<file path="src/rtl/cpu_ctrl_fsm_pkg.sv">
// Shared types for the multicycle CPU control unit: state codes, opcodes, ALU ops.
// Pure declarations; no timing or flow-control behaviour of its own.
package cpu_ctrl_pkg;

  localparam int NREGS = 8;

  typedef enum logic [3:0] {
    S_IDLE   = 4'b0000,
    S_DECODE = 4'b0001,
    S_LOAD   = 4'b0010,
    S_MOV    = 4'b0011,
    S_LDPC   = 4'b0100,
    S_BRANCH = 4'b0101,
    S_SUB0   = 4'b0110,
    S_SUB1   = 4'b0111,
    S_SUB2   = 4'b1000,
    S_ADD0   = 4'b1001,
    S_ADD1   = 4'b1010,
    S_ADD2   = 4'b1011,
    S_XOR0   = 4'b1100,
    S_XOR1   = 4'b1101,
    S_XOR2   = 4'b1110,
    S_RSVD   = 4'b1111
  } state_t;

  localparam logic [2:0] OP_LOAD    = 3'b000;
  localparam logic [2:0] OP_MOV     = 3'b001;
  localparam logic [2:0] OP_ADD     = 3'b010;
  localparam logic [2:0] OP_SUB     = 3'b011;
  localparam logic [2:0] OP_XOR     = 3'b100;
  localparam logic [2:0] OP_LDPC    = 3'b101;
  localparam logic [2:0] OP_BRANCH  = 3'b110;
  localparam logic [2:0] OP_ILLEGAL = 3'b111;

  localparam logic [1:0] ALU_ADD = 2'b00;
  localparam logic [1:0] ALU_SUB = 2'b01;
  localparam logic [1:0] ALU_XOR = 2'b10;

endpackage

</file>
<file path="src/rtl/cpu_ctrl_fsm_if.sv">
// Instruction handshake plus datapath control strobes between the sequencer and its neighbours.
// slave = control unit; master = instruction source / datapath side.
interface cpu_ctrl_fsm_if;
  import cpu_ctrl_pkg::*;

  logic             new_instr;
  logic [15:0]      instr;
  logic             z_flag;
  logic             busy;
  logic             done;
  logic             illegal;
  logic [3:0]       state;
  logic [NREGS-1:0] rin;
  logic [NREGS-1:0] rout;
  logic             din_out;
  logic             pc_out;
  logic             gout;
  logic             ain;
  logic             gin;
  logic [1:0]       alu_op;
  logic             pc_inc;
  logic             pc_in;

  modport slave (
    input  new_instr, instr, z_flag,
    output busy, done, illegal, state, rin, rout, din_out, pc_out, gout,
           ain, gin, alu_op, pc_inc, pc_in
  );

  modport master (
    output new_instr, instr, z_flag,
    input  busy, done, illegal, state, rin, rout, din_out, pc_out, gout,
           ain, gin, alu_op, pc_inc, pc_in
  );
endinterface

</file>
<file path="src/rtl/cpu_ctrl_fsm_dec3to8.sv">
// 3-bit field to 8-bit one-hot with enable; purely combinational, no backpressure.
module dec3to8 (
  input  logic       en,
  input  logic [2:0] sel,
  output logic [7:0] onehot
);
  assign onehot = en ? (8'b0000_0001 << sel) : 8'b0;
endmodule

</file>
<file path="src/rtl/cpu_ctrl_fsm.sv">
// Multicycle sequencer: latches one instruction in IDLE, then 3 (single-cycle op) or 5 (ALU op) cycles
// back to IDLE; new_instr is ignored while busy. Define CTRL_BRANCH_ZERO_EN to make BRANCH conditional on z_flag.
module cpu_ctrl_fsm
  import cpu_ctrl_pkg::*;
(
  input  logic           clk,
  input  logic           rst_n,
  cpu_ctrl_fsm_if.slave  bus
);

  state_t      state_q, state_d;
  logic [8:0]  ir_q;              // opcode, rx, ry; the low instruction bits never steer control
  logic [2:0]  opcode, rx, ry;
  logic        rin_en, rout_en;
  logic [2:0]  rout_sel;

  assign opcode = ir_q[8:6];
  assign rx     = ir_q[5:3];
  assign ry     = ir_q[2:0];

  always_ff @(posedge clk or negedge rst_n) begin
    if (!rst_n) begin
      state_q <= S_IDLE;
      ir_q    <= '0;
    end else begin
      state_q <= state_d;
      if (state_q == S_IDLE && bus.new_instr)
        ir_q <= bus.instr[15:7];
    end
  end

  always_comb begin
    state_d     = state_q;
    rin_en      = 1'b0;
    rout_en     = 1'b0;
    rout_sel    = rx;
    bus.done    = 1'b0;
    bus.illegal = 1'b0;
    bus.din_out = 1'b0;
    bus.pc_out  = 1'b0;
    bus.gout    = 1'b0;
    bus.ain     = 1'b0;
    bus.gin     = 1'b0;
    bus.alu_op  = ALU_ADD;
    bus.pc_inc  = 1'b0;
    bus.pc_in   = 1'b0;

    case (state_q)
      S_IDLE: if (bus.new_instr) state_d = S_DECODE;
      S_DECODE: begin
        bus.pc_inc = 1'b1;
        case (opcode)
          OP_LOAD:   state_d = S_LOAD;
          OP_MOV:    state_d = S_MOV;
          OP_ADD:    state_d = S_ADD0;
          OP_SUB:    state_d = S_SUB0;
          OP_XOR:    state_d = S_XOR0;
          OP_LDPC:   state_d = S_LDPC;
          OP_BRANCH: state_d = S_BRANCH;
          default: begin
            bus.illegal = 1'b1;
            state_d     = S_IDLE;
          end
        endcase
      end
      S_LOAD: begin
        bus.din_out = 1'b1;
        rin_en      = 1'b1;
        bus.done    = 1'b1;
        state_d     = S_IDLE;
      end
      S_MOV: begin
        rout_en  = 1'b1;
        rout_sel = ry;
        rin_en   = 1'b1;
        bus.done = 1'b1;
        state_d  = S_IDLE;
      end
      S_LDPC: begin
        bus.pc_out = 1'b1;
        rin_en     = 1'b1;
        bus.done   = 1'b1;
        state_d    = S_IDLE;
      end
      S_BRANCH: begin
        rout_en = 1'b1;
`ifdef CTRL_BRANCH_ZERO_EN
        bus.pc_in = bus.z_flag;
`else
        bus.pc_in = 1'b1;
`endif
        bus.done = 1'b1;
        state_d  = S_IDLE;
      end
      S_ADD0, S_SUB0, S_XOR0: begin
        rout_en = 1'b1;
        bus.ain = 1'b1;
        state_d = state_t'(state_q + 4'd1);
      end
      S_ADD1, S_SUB1, S_XOR1: begin
        rout_en  = 1'b1;
        rout_sel = ry;
        bus.gin  = 1'b1;
        bus.alu_op = (state_q == S_SUB1) ? ALU_SUB :
                     (state_q == S_XOR1) ? ALU_XOR : ALU_ADD;
        state_d  = state_t'(state_q + 4'd1);
      end
      S_ADD2, S_SUB2, S_XOR2: begin
        bus.gout = 1'b1;
        rin_en   = 1'b1;
        bus.done = 1'b1;
        state_d  = S_IDLE;
      end
      default: state_d = S_IDLE;
    endcase
  end

  assign bus.busy  = (state_q != S_IDLE);
  assign bus.state = state_q;

  dec3to8 u_rin_dec (
    .en     (rin_en),
    .sel    (rx),
    .onehot (bus.rin)
  );

  dec3to8 u_rout_dec (
    .en     (rout_en),
    .sel    (rout_sel),
    .onehot (bus.rout)
  );

endmodule

</file>
<file path="src/flat_wrapper.sv">
// flat-port wrapper written by rule: the top's interface ports become plain ports
module cpu_ctrl_fsm_flat import cpu_ctrl_pkg::*;
  (clk, rst_n, bus_new_instr, bus_instr, bus_z_flag, bus_busy, bus_done, bus_illegal, bus_state, bus_rin, bus_rout, bus_din_out, bus_pc_out, bus_gout, bus_ain, bus_gin, bus_alu_op, bus_pc_inc, bus_pc_in);
  cpu_ctrl_fsm_if bus_i ();
  input  logic clk;
  input  logic rst_n;
  input wire logic [$bits(bus_i.new_instr)-1:0] bus_new_instr;
  input wire logic [$bits(bus_i.instr)-1:0] bus_instr;
  input wire logic [$bits(bus_i.z_flag)-1:0] bus_z_flag;
  output wire logic [$bits(bus_i.busy)-1:0] bus_busy;
  output wire logic [$bits(bus_i.done)-1:0] bus_done;
  output wire logic [$bits(bus_i.illegal)-1:0] bus_illegal;
  output wire logic [$bits(bus_i.state)-1:0] bus_state;
  output wire logic [$bits(bus_i.rin)-1:0] bus_rin;
  output wire logic [$bits(bus_i.rout)-1:0] bus_rout;
  output wire logic [$bits(bus_i.din_out)-1:0] bus_din_out;
  output wire logic [$bits(bus_i.pc_out)-1:0] bus_pc_out;
  output wire logic [$bits(bus_i.gout)-1:0] bus_gout;
  output wire logic [$bits(bus_i.ain)-1:0] bus_ain;
  output wire logic [$bits(bus_i.gin)-1:0] bus_gin;
  output wire logic [$bits(bus_i.alu_op)-1:0] bus_alu_op;
  output wire logic [$bits(bus_i.pc_inc)-1:0] bus_pc_inc;
  output wire logic [$bits(bus_i.pc_in)-1:0] bus_pc_in;
  assign bus_i.new_instr = bus_new_instr;
  assign bus_i.instr = bus_instr;
  assign bus_i.z_flag = bus_z_flag;
  assign bus_busy = bus_i.busy;
  assign bus_done = bus_i.done;
  assign bus_illegal = bus_i.illegal;
  assign bus_state = bus_i.state;
  assign bus_rin = bus_i.rin;
  assign bus_rout = bus_i.rout;
  assign bus_din_out = bus_i.din_out;
  assign bus_pc_out = bus_i.pc_out;
  assign bus_gout = bus_i.gout;
  assign bus_ain = bus_i.ain;
  assign bus_gin = bus_i.gin;
  assign bus_alu_op = bus_i.alu_op;
  assign bus_pc_inc = bus_i.pc_inc;
  assign bus_pc_in = bus_i.pc_in;
  cpu_ctrl_fsm u_core (.clk(clk), .rst_n(rst_n), .bus(bus_i));
endmodule
</file>
<file path="config.mk">
export PLATFORM = sky130hd
export DESIGN_NAME = cpu_ctrl_fsm_flat
export DESIGN_NICKNAME = d
export VERILOG_FILES = /design/src/rtl/cpu_ctrl_fsm_pkg.sv /design/src/rtl/cpu_ctrl_fsm_if.sv /design/src/rtl/cpu_ctrl_fsm_dec3to8.sv /design/src/rtl/cpu_ctrl_fsm.sv /design/src/flat_wrapper.sv
export SDC_FILE = /design/constraint.sdc
export NUM_CORES = 1
export LEC_CHECK = 0
export CAP_MARGIN = 40
export CORE_AREA = 2 2 65 67
export CTS_CLUSTER_DIAMETER = 50
export CTS_CLUSTER_SIZE = 8
export DETAILED_ROUTE_END_ITERATION = 10
export DIE_AREA = 0 0 67 69
export PLACE_DENSITY = 0.8
export SLEW_MARGIN = 0
export SYNTH_ARGS = -nofsm -noshare
export SYNTH_HDL_FRONTEND = slang
export SYNTH_SLANG_ARGS = --single-unit
</file>
<file path="constraint.sdc">
create_clock -name clk -period 2.07 [get_ports clk]
set_clock_uncertainty 0.2 [all_clocks]
set_input_delay 0.207 -clock clk [delete_from_list [all_inputs] [get_ports clk]]
set_output_delay 0.207 -clock clk [all_outputs]
set_load 0.02 [all_outputs]
</file>
==> results.sh <==
export IMPL_hpwl_um=3080
export IMPL_p_per_area_mw_per_mm2=1450
export IMPL_synth_cell_types=50
export IMPL_final_area_mm2=0.00250
export IMPL_route_detailed_drc=0
export IMPL_rows=23
export IMPL_cts_sinks=13
export IMPL_final_common_cell="buf_4"
export IMPL_fin_nets=260
export IMPL_critical_path_arrival_ps=1920
export IMPL_worstPathRequired_ps=1660
export IMPL_startpoint_type="register"
export IMPL_fmax_mhz=429
export IMPL_syn_inst=152
export IMPL_initial_core_util_pct=35.2
export IMPL_via_per_inst=5.51
export IMPL_path_clk_slew_ps=50
export IMPL_fin_util_pct=64.0
export IMPL_grt_pass1_wl_um=6890
export IMPL_fin_crit_sh_pct=113
export IMPL_status="complete, but fails checks"
export IMPL_finalCriticalPeriod_ps=2330
export IMPL_rsz0062_at_grt="true"
export IMPL_worstSkewPairLatency_ps=230
export IMPL_ys_seq_elements=13
export IMPL_die_w_um=67
export IMPL_gp_routability_congestion=0.917
export IMPL_ys_flop_type="dfrtp_1"
export IMPL_root_buffer="clkbuf_8"
export IMPL_dieArea_mm2=0.00462
export IMPL_hp_class="in2async"
export IMPL_placed_area_mm2=0.00224
export IMPL_ctsHoldBuffers=0
export IMPL_die_h_um=69
export IMPL_drive_gt1_share_pct=60.0
export IMPL_final_cell_mix="buf_4 (59), clkdlybuf4s50_1 (14), buf_6 (13), mux2_2 (11), dfrtp_1 (11)"
export IMPL_clk_path_buf_depth=2
export IMPL_leakagePower_uw=0.00102
export IMPL_cts_buffers=3
export IMPL_drv_cap=0
export IMPL_via_count=1571
export IMPL_detail_route_wl_per_cell_um=15.6
export IMPL_dr_first_iter_drc_count=71
export IMPL_grt_overflow_total=0
export IMPL_grt_usage_pct=18.3
export IMPL_synthTopCellsByArea="dfrtp_1 (24%), mux2_2 (9.8%), a2111oi_0 (5.1%)"
export IMPL_ys_seq_area_share_pct=23.6
export IMPL_io_buffer_count=43
export IMPL_relSlewSlack_pct=63.0
export IMPL_htreeDepth=1
export IMPL_core_area_mm2=0.00391
export IMPL_grt_max_degree=14
export IMPL_slew_viol_final=0
export IMPL_num_io_pins=52
export IMPL_synth_area_leader_cell="dfrtp_1"
export IMPL_worstSetupEndpointType="output pin"
export IMPL_async_flop_share_pct=100
export IMPL_synth_area_per_cell_um2=9.06
export IMPL_finalHoldViolCount=0
export IMPL_n_fill_cell=336
export IMPL_firstDrtPassIters=6
export IMPL_syn_num_nets=176
export IMPL_totalWireLength_um=4450
export IMPL_tightest_slew_ps=553
export IMPL_cts_tree="yes"
export IMPL_antenna_found_initial=0
export IMPL_syn_area_mm2=0.00138
export IMPL_grt_pass1_vias=1479
export IMPL_area_growth_pct=81.8
export IMPL_yosys_area_top_type_share_pct=23.6
export IMPL_critPathMaxFanout=4
export IMPL_ant_nets=0
export IMPL_synth_edf_count=0
export IMPL_setup_viol=19
export IMPL_irDropWorstVdd_mv=0.824
export IMPL_timing_hold_ws_ps=131
export IMPL_ys_warn_count=0
export IMPL_insertedDiodeCount=0
export IMPL_violations="negative setup slack"
export IMPL_fin_ws_ps=-261
export IMPL_rr_worst_depth=7
export IMPL_crit_type="reg2out"
==> state kept, by name (all words and copies together), names as in the netlist <==
signal	cells
u_core.bus.state	4
u_core.ir_q	9
==> layout make-up <==
class                   count  area [um^2]  share of cell area [%]
clock buffers               4         45.0                    1.80
inverters                   9         36.3                    1.45
multi-input cells         113         1230                    49.0
flip-flops and latches     13          328                    13.1
well taps                  50         62.6                    2.50
repair buffers             96          807                    32.2
==> power breakdown <==
group	switching [uW]	total [uW]	internal (uW)	leakage, uW
sequential	168	546	378	0.000156
combinational	1440	2870	1430	0.000845
clock	79.9	215	135	0.0000228
==> critical path, cell delays in order, from the launching register on <==
cell and delay [ps]:
dfrtp_2 420, inv_2 80, ha_4 180, buf_6 110, mux2_4 300, o221a_4 280, and3b_2 200, buf_6 130
==> kinds of logic (layout without fill, tap and decap cells) <==
kind of cell,after synthesis,in the layout,share of synthesized area (%)
AOI/OAI and AO/OA,46,46,26.3
xor gates and xnor gates,4,4,2.54
adders and majority gates,4,4,3.63
buffers and inverters,26,109,9.26
DFF,13,13,23.6
muxes,14,14,11.3
and+or+nand+nor,45,45,23.3
==> what timing repair did <==
item / 4_1_cts / 5_1_grt
pin swaps: 6 / 10
gates resized for setup: 118 / 58
setup endpoints to repair: 31 / 26
setup buffers: 3 / 5
==> per-stage QoR <==
step | setup WS, ps | total power [uW] | instances | setup TNS (ps)
final | -261 | 3630 | 285 | -3610
after detailed placement | -508 | 3000 | 273 | -9330
after global routing | -362 | 3860 | 285 | -4980
after CTS | -272 | 3320 | 280 | -4800
after floorplan | -20.6 | 1990 | 152 | -142
after global placement | -464 | 2940 | 273 | -8300
==> worst paths after layout <==
kind / slack [ps] / startpoint / end
worst max-delay path: -260 / u_core.bus.state[0] / bus_rin[2]
min in group clk: 370 / u_core.ir_q[1] / u_core.ir_q[1]
worst max register to register: 50 / u_core.bus.state[0] / u_core.bus.state[1]
worst min-delay path: 130 / rst_n / u_core.ir_q[4]
max in group asynchronous: 1140 / rst_n / u_core.bus.state[0]
worst min register to register: 370 / u_core.ir_q[1] / u_core.ir_q[1]
==> synthesized netlist by cell type (2+ instances only) <==
cell	count
and3_1	3
o21ai_0	5
nor3_1	5
o221a_2	2
nand4bb_1	3
buf_2	6
o21a_1	9
a2111oi_0	8
a22o_1	4
o32ai_1	2
ha_1	4
nor4bb_1	2
inv_1	9
nor2_1	4
dfrtp_1	13
nor2b_1	2
nor3b_1	4
nor4b_1	2
xor2_1	2
o22ai_1	3
nand2_1	5
o2111ai_1	2
mux2i_1	2
mux2_2	12
xnor2_1	2
and3b_1	2
o211ai_1	2
buf_6	2
clkbuf_1	7
nand4b_1	3
buf_4	2
==> layer usage <==
metal  wire length [um]  share of wire, %  up-vias  global-route usage [%]
li1                   -                 -      759                       -
met1               2050                46      768                    26.8
met2               2210                50       42                    29.4
met3                176               4.0        2                    1.14
met4                  8              0.18        0                    3.40
met5                  0                 0        -                       0
No activity file was read; power rests on OpenSTA's default activity.
